`config.mk`:
```
export PLATFORM = sky130hd
export DESIGN_NAME = leaf_credit_tx
export DESIGN_NICKNAME = d
export VERILOG_FILES = /design/src/rtl/leaf_credit_tx.sv
export SDC_FILE = /design/constraint.sdc
export NUM_CORES = 1
export LEC_CHECK = 0
export BUFFER_PORTS_ARGS = -buffer_cell sky130_fd_sc_hd__buf_2
export CAP_MARGIN = 30
export CORE_UTILIZATION = 55
export CTS_CLUSTER_DIAMETER = 100
export DETAILED_ROUTE_END_ITERATION = 7
export PLACE_DENSITY = 0.86
export SLEW_MARGIN = 20
export SYNTH_ARGS = -nofsm -noshare
export SYNTH_HDL_FRONTEND = slang
export SYNTH_SLANG_ARGS = --single-unit
```
`constraint.sdc`:
```
create_clock -name clk -period 3.9 [get_ports clk]
set_input_delay 0.39 -clock clk [delete_from_list [all_inputs] [get_ports clk]]
set_output_delay 0.39 -clock clk [all_outputs]
set_load 0.05 [all_outputs]
```
`src/rtl/leaf_credit_tx.sv`:
```
// Credit-based BFT transmit port: words from the kernel are queued and sent as data packets to one leaf/port.
// Latency: a word acked at t is on dout at t+2. Backpressure: ack drops while the queue is full; sends stall at zero credit.

module leaf_credit_fifo #(
    parameter int W          = 32,
    parameter int DEPTH_BITS = 2
) (
    input  logic         clk,
    input  logic         reset,
    input  logic         i_push,
    input  logic [W-1:0] i_dat,
    input  logic         i_pop,
    output logic [W-1:0] o_dat,
    output logic         o_empty,
    output logic         o_full
);
    localparam int DEPTH = 2 ** DEPTH_BITS;

    logic [W-1:0]          r_mem [DEPTH];
    logic [DEPTH_BITS-1:0] r_wr_ptr;
    logic [DEPTH_BITS-1:0] r_rd_ptr;
    logic [DEPTH_BITS:0]   r_count;

    always_ff @(posedge clk) begin
        if (i_push) r_mem[r_wr_ptr] <= i_dat;
    end

    always_ff @(posedge clk) begin
        if (reset) begin
            r_wr_ptr <= '0;
            r_rd_ptr <= '0;
            r_count  <= '0;
        end else begin
            if (i_push) r_wr_ptr <= r_wr_ptr + 1'b1;
            if (i_pop)  r_rd_ptr <= r_rd_ptr + 1'b1;
            case ({i_push, i_pop})
                2'b10:   r_count <= r_count + 1'b1;
                2'b01:   r_count <= r_count - 1'b1;
                default: r_count <= r_count;
            endcase
        end
    end

    assign o_dat   = r_mem[r_rd_ptr];
    assign o_empty = (r_count == '0);
    assign o_full  = (r_count == (DEPTH_BITS + 1)'(DEPTH));
endmodule

module leaf_credit_tx #(
    parameter int PACKET_BITS     = 49,
    parameter int PAYLOAD_BITS    = 32,
    parameter int NUM_ADDR_BITS   = 7,
    parameter int FIFO_DEPTH_BITS = 2
) (
    input  logic                    clk,
    input  logic                    reset,
    input  logic                    ap_start,
    input  logic [2:0]              dest_leaf,
    input  logic [3:0]              dest_port,
    input  logic [PAYLOAD_BITS-1:0] din_leaf_user2interface,
    input  logic                    vld_user2interface,
    output logic                    ack_interface2user,
    input  logic [PACKET_BITS-1:0]  din_leaf_bft2interface,
    output logic [PACKET_BITS-1:0]  dout_leaf_interface2bft,
    output logic [NUM_ADDR_BITS:0]  credit_count
);
    localparam int CW       = NUM_ADDR_BITS + 1;
    localparam int ADDR_LSB = PAYLOAD_BITS;
    localparam int TYPE_LSB = ADDR_LSB + NUM_ADDR_BITS;
    localparam int PORT_LSB = TYPE_LSB + 2;
    localparam int LEAF_LSB = PORT_LSB + 4;
    localparam int VLD_BIT  = LEAF_LSB + 3;

    localparam logic [CW:0] CREDIT_MAX = (CW + 1)'(2 ** NUM_ADDR_BITS);
    localparam logic [1:0]  TYPE_DATA  = 2'b00;
    localparam logic [1:0]  TYPE_FREE  = 2'b01;

    typedef enum logic {S_IDLE, S_RUN} state_t;

    state_t                   r_state;
    state_t                   w_state_nxt;
    logic [CW-1:0]            r_credit;
    logic [NUM_ADDR_BITS-1:0] r_wr_addr;
    logic [PACKET_BITS-1:0]   r_dout;

    logic                     w_fifo_empty;
    logic                     w_fifo_full;
    logic [PAYLOAD_BITS-1:0]  w_fifo_dat;
    logic                     w_send;
    logic                     w_push;
    logic                     w_upd;
    logic [7:0]               w_inc;
    logic [CW:0]              w_credit_sum;
    logic                     w_unused_din;

    always_ff @(posedge clk) begin
        if (reset) r_state <= S_IDLE;
        else       r_state <= w_state_nxt;
    end

    always_comb begin
        w_state_nxt = r_state;
        if (r_state == S_IDLE && ap_start) w_state_nxt = S_RUN;
    end

    assign w_send = (r_state == S_RUN) && !w_fifo_empty && (r_credit != '0);
    // A pop in the same cycle frees the slot the incoming word lands in.
    assign w_push = vld_user2interface && (!w_fifo_full || w_send);
    assign ack_interface2user = w_push;

    leaf_credit_fifo #(
        .W          (PAYLOAD_BITS),
        .DEPTH_BITS (FIFO_DEPTH_BITS)
    ) u_fifo (
        .clk     (clk),
        .reset   (reset),
        .i_push  (w_push),
        .i_dat   (din_leaf_user2interface),
        .i_pop   (w_send),
        .o_dat   (w_fifo_dat),
        .o_empty (w_fifo_empty),
        .o_full  (w_fifo_full)
    );

    assign w_upd = din_leaf_bft2interface[VLD_BIT]
                && (din_leaf_bft2interface[TYPE_LSB +: 2] == TYPE_FREE)
                && (din_leaf_bft2interface[LEAF_LSB +: 3] == dest_leaf)
                && (din_leaf_bft2interface[PORT_LSB +: 4] == dest_port);
    assign w_inc = w_upd ? din_leaf_bft2interface[7:0] : 8'd0;
    assign w_unused_din = ^din_leaf_bft2interface[TYPE_LSB-1:8];

    // One bit of headroom so an oversized increment is clipped rather than wrapped.
    assign w_credit_sum = {1'b0, r_credit} - {{CW{1'b0}}, w_send} + {{(CW + 1 - 8){1'b0}}, w_inc};

    always_ff @(posedge clk) begin
        if (reset) begin
            r_credit  <= CREDIT_MAX[CW-1:0];
            r_wr_addr <= '0;
            r_dout    <= '0;
        end else begin
            r_credit <= (w_credit_sum > CREDIT_MAX) ? CREDIT_MAX[CW-1:0] : w_credit_sum[CW-1:0];
            if (w_send) begin
                r_wr_addr <= r_wr_addr + 1'b1;
                r_dout    <= {1'b1, dest_leaf, dest_port, TYPE_DATA, r_wr_addr, w_fifo_dat};
            end else begin
                r_dout    <= '0;
            end
        end
    end

    assign dout_leaf_interface2bft = r_dout;
    assign credit_count            = r_credit;
endmodule

```
==> flow_summary_export.csv <==
group,metric,value,unit
finish,fin_nets,717,
run,cap_violations,0,
synthesis,async_flop_share,0,%
critical_path,worst-r2r-setup-slack,0.50,ns
sta,worstMarginPinSlew,0.923,ns
worst_hold_path,worstHoldStart,"din_leaf_user2interface[12]",
placement,port_buffers,116,
route,drc_errors,0,
clock_tree,ctsLongestPathBuffers,2,
critical_path,critPathMaxStageDelay,0.58,ns
sta,max_freq,294,MHz
critical_path,worstSetupPathType,"flip-flop to flip-flop",
clock_tree,clock_sinks,200,
die,die_area,14300,um^2
synthesis,syn_area,7600,um^2
power,power,5.47,mW
placement,globalplace.congestion,0.803,
synthesis,synth_compound_area_share,2.82,%
route,totalWireLength,13.5,mm
critical_path,timing.rr.end,"credit_count[5]$_SDFF_PP0_",
finish,utilization,67.1,%
finish,drive_gt1_share,32.0,%
clock_tree,post_cts_buffers,0,
route,drtIter0Drc,209,
global_routing,grt_pass1_wl,21.8,mm
critical_path,crit_buf_inv,2,
synthesis,synth_area_leaders,"edfxtp_1 (51%), dfxtp_1 (19%), mux4_2 (9.5%)",
sta,rsz0062_at_grt,"no",
clock_tree,postCtsHoldBufs,0,
route,drtAntennaViolNets,0,
finish,mostFrequentLayoutCells,"edfxtp_1 (128), buf_2 (116), dfxtp_1 (70)",
synthesis,ys.flop_type,"edfxtp_1",
power,comb_power_share,23.9,%
critical_path,cp-start-kind,"flip-flop",
worst_hold_path,holdPathEnd,"u_fifo.r_mem[0][12]$_DFFE_PP_",
route,drt-vias-per-instance,5.28,
synthesis,synth_mux_area_share,9.81,%
power,powerDensity,611,nW/um^2
synthesis,synth_fa_ha_area_share,3.98,%
route,avgRoutedWirePerCell,17.1,um
sta,hold_ws,0.173,ns
worst_hold_path,hold_class,"input port to flip-flop",
clock_tree,cts_resized,0,
synthesis,synth_cell_types,44,
route,dr.pass1.iters,4,
finish,fillerInstances,923,
critical_path,crit_path_end_kind,"flip-flop",
die,std_cell_rows,42,
global_routing,track_usage,20.4,%
die,core,13300,um^2
sta,relSlewSlack,38.5,%
synthesis,synthCells,479,
sta,period_share,87.1,%
power,p_seq_share,46.0,%
critical_path,critPathSlowestCell,"or4_1",
sta,fin_skew,0.0105,ns
clock_tree,cts-htree-levels,4,
synthesis,synth_top_family_by_area,"multiplexers",
synthesis,syn_avg_cell_area,15.9,um^2
global_routing,grt_max_degree,48,
clock_tree,cts_tree,"done",
die,die_h,120,um
clock_tree,cts-root-buf,"clkbuf_16",
sta,finalHoldViolations,0,
finish,layout_commonest_cell,"edfxtp_1",
critical_path,path_cells,"or4_1 -> o211a_1 -> ha_1 -> inv_1 -> ha_1 -> inv_1 -> fa_1 -> nand2b_1 -> a21o_1 -> a311o_1 -> nand3_1 -> nand2_1 -> nor2_1",
global_routing,gr-total-overflow,0,
placement,placed_cell_area,8370,um^2
critical_path,arrival,3.76,ns
synthesis,ys_seq_area_share,69.5,%
global_routing,grt_pass1_vias,4300,
synthesis,ys_ff_latch,200,
die,die_width,120,um
sta,fin_crit,3.40,ns
die,pin_count,150,
placement,dpl.hpwl,8.57,mm
power,p_int,3.84,mW
power,ir_drop,0.574,mV
clock_tree,path_clk_slew,0.07,ns
route,vias,4178,
finish,syn_to_final_growth,17.9,%
synthesis,synth_top_area_share,50.6,%
power,total_leakage_power,3.50,nW
power,swShare,29.8,%
sta,final-setup-viol-count,0,
sta,final.setup.tns,0,ns
global_routing,antenna_found_initial,0,
sta,slew_viol_final,0,
synthesis,synth_xor_area_share,2.30,%
status,status,"finished clean",
critical_path,worstPathRequired,4.26,ns
clock_tree,cts_made_buffers,17,
synthesis,synth_top_area_cell,"edfxtp_1",
critical_path,reg2reg_from,"credit_count[4]$_SDFF_PP0_",
critical_path,path_delay_family,"simple AND/OR/NAND/NOR gates",
critical_path,worst_r2r_path_depth,13,
power,clockPowerShare,30.1,%
power,power.switching,1.63,mW
synthesis,synth-edff-count,128,
worst_hold_path,hold-path-cell-count,1,
synthesis,yosysWarnings,0,
critical_path,cp_max_fo,5,
die,start_util,56.9,%
clock_tree,worstSkewPairLatency,0.43,ns
finish,fin_area,8960,um^2
synthesis,synthSimpleGateAreaFrac,8.79,%
==> metrics by stage <==
stage               worst slack [ns]  std cells
detailed placement             0.297        758
CTS                            0.488        790
global route                   0.334        791
finish                         0.503        792
floorplan                      0.455        480
global placement               0.463        757
==> final cells by class <==
class	instances	area [um^2]	area share (%)
clock inverters	13	105	1.17
flip-flops and latches	200	5290	59.0
well taps	176	220	2.46
clock buffers	19	454	5.07
multi-input cells	231	2130	23.7
repair buffers	121	651	7.26
diodes	1	2.50	0.0279
inverters	31	116	1.30
==> power by group through the flow <==
stage,logic (mW),clock network [mW],registers (mW)
after CTS,1.31,1.68,2.52
final,1.31,1.65,2.52
after global routing,1.42,1.76,2.53
after floorplan,0.844,0,2.71
after detailed placement,1.30,0,2.56
after global placement,1.21,0,2.58
==> flip-flops by register name, indices dropped and copies added, names as in the netlist, named ones only <==
signal	count
u_fifo.r_mem	128
dout_leaf_interface2bft	47
credit_count	8
r_wr_addr	7
u_fifo.r_count	3
u_fifo.r_rd_ptr	2
u_fifo.r_wr_ptr	2
r_state	1
==> layer usage <==
layer  GRT usage [%]  up-vias  routed length, um
met1            25.3     2052               5580
li1                -     1989                  -
met2            34.1      114               6970
met4            9.69        0                330
met3            4.66       23                637
met5               0        -                  0
==> synthesized netlist by cell type, types with 4 or more instances <==
| library cell | number |
|---|---|
| edfxtp_1 | 128 |
| nor2_1 | 26 |
| xor2_1 | 7 |
| xnor2_1 | 13 |
| mux4_2 | 32 |
| inv_1 | 31 |
| and2_1 | 50 |
| nand2_1 | 19 |
| nand3_1 | 5 |
| nand4_1 | 5 |
| ha_1 | 21 |
| clkbuf_1 | 10 |
| a21o_1 | 4 |
| dfxtp_1 | 72 |
| buf_2 | 5 |
| a21oi_1 | 12 |
==> worst max-delay path by stage <==
stage / slack (ns) / endpoint / startpoint / cells after the start
2_1_floorplan: 0.45 / credit_count[4]$_SDFF_PP0_ / credit_count[2]$_SDFF_PP0_ / 14
3_3_place_gp: 0.46 / credit_count[5]$_SDFF_PP0_ / dest_leaf[0] / 17
3_5_place_dp: 0.30 / credit_count[5]$_SDFF_PP0_ / dest_leaf[0] / 17
4_1_cts: 0.49 / credit_count[5]$_SDFF_PP0_ / credit_count[4]$_SDFF_PP0_ / 13
5_1_grt: 0.33 / credit_count[1]$_SDFF_PP0_ / credit_count[4]$_SDFF_PP0_ / 13
6_report: 0.50 / credit_count[5]$_SDFF_PP0_ / credit_count[4]$_SDFF_PP0_ / 13
==> cells by family after synthesis <==
group,Yosys count
AO/OA/AOI/OAI,28
XOR/XNOR,20
adder cells (fa/ha/maj),23
buffers and inverters,49
flip-flops,200
multiplexers,34
other,1
AND/OR/NAND/NOR,124
(Power assumes the default switching activity.)
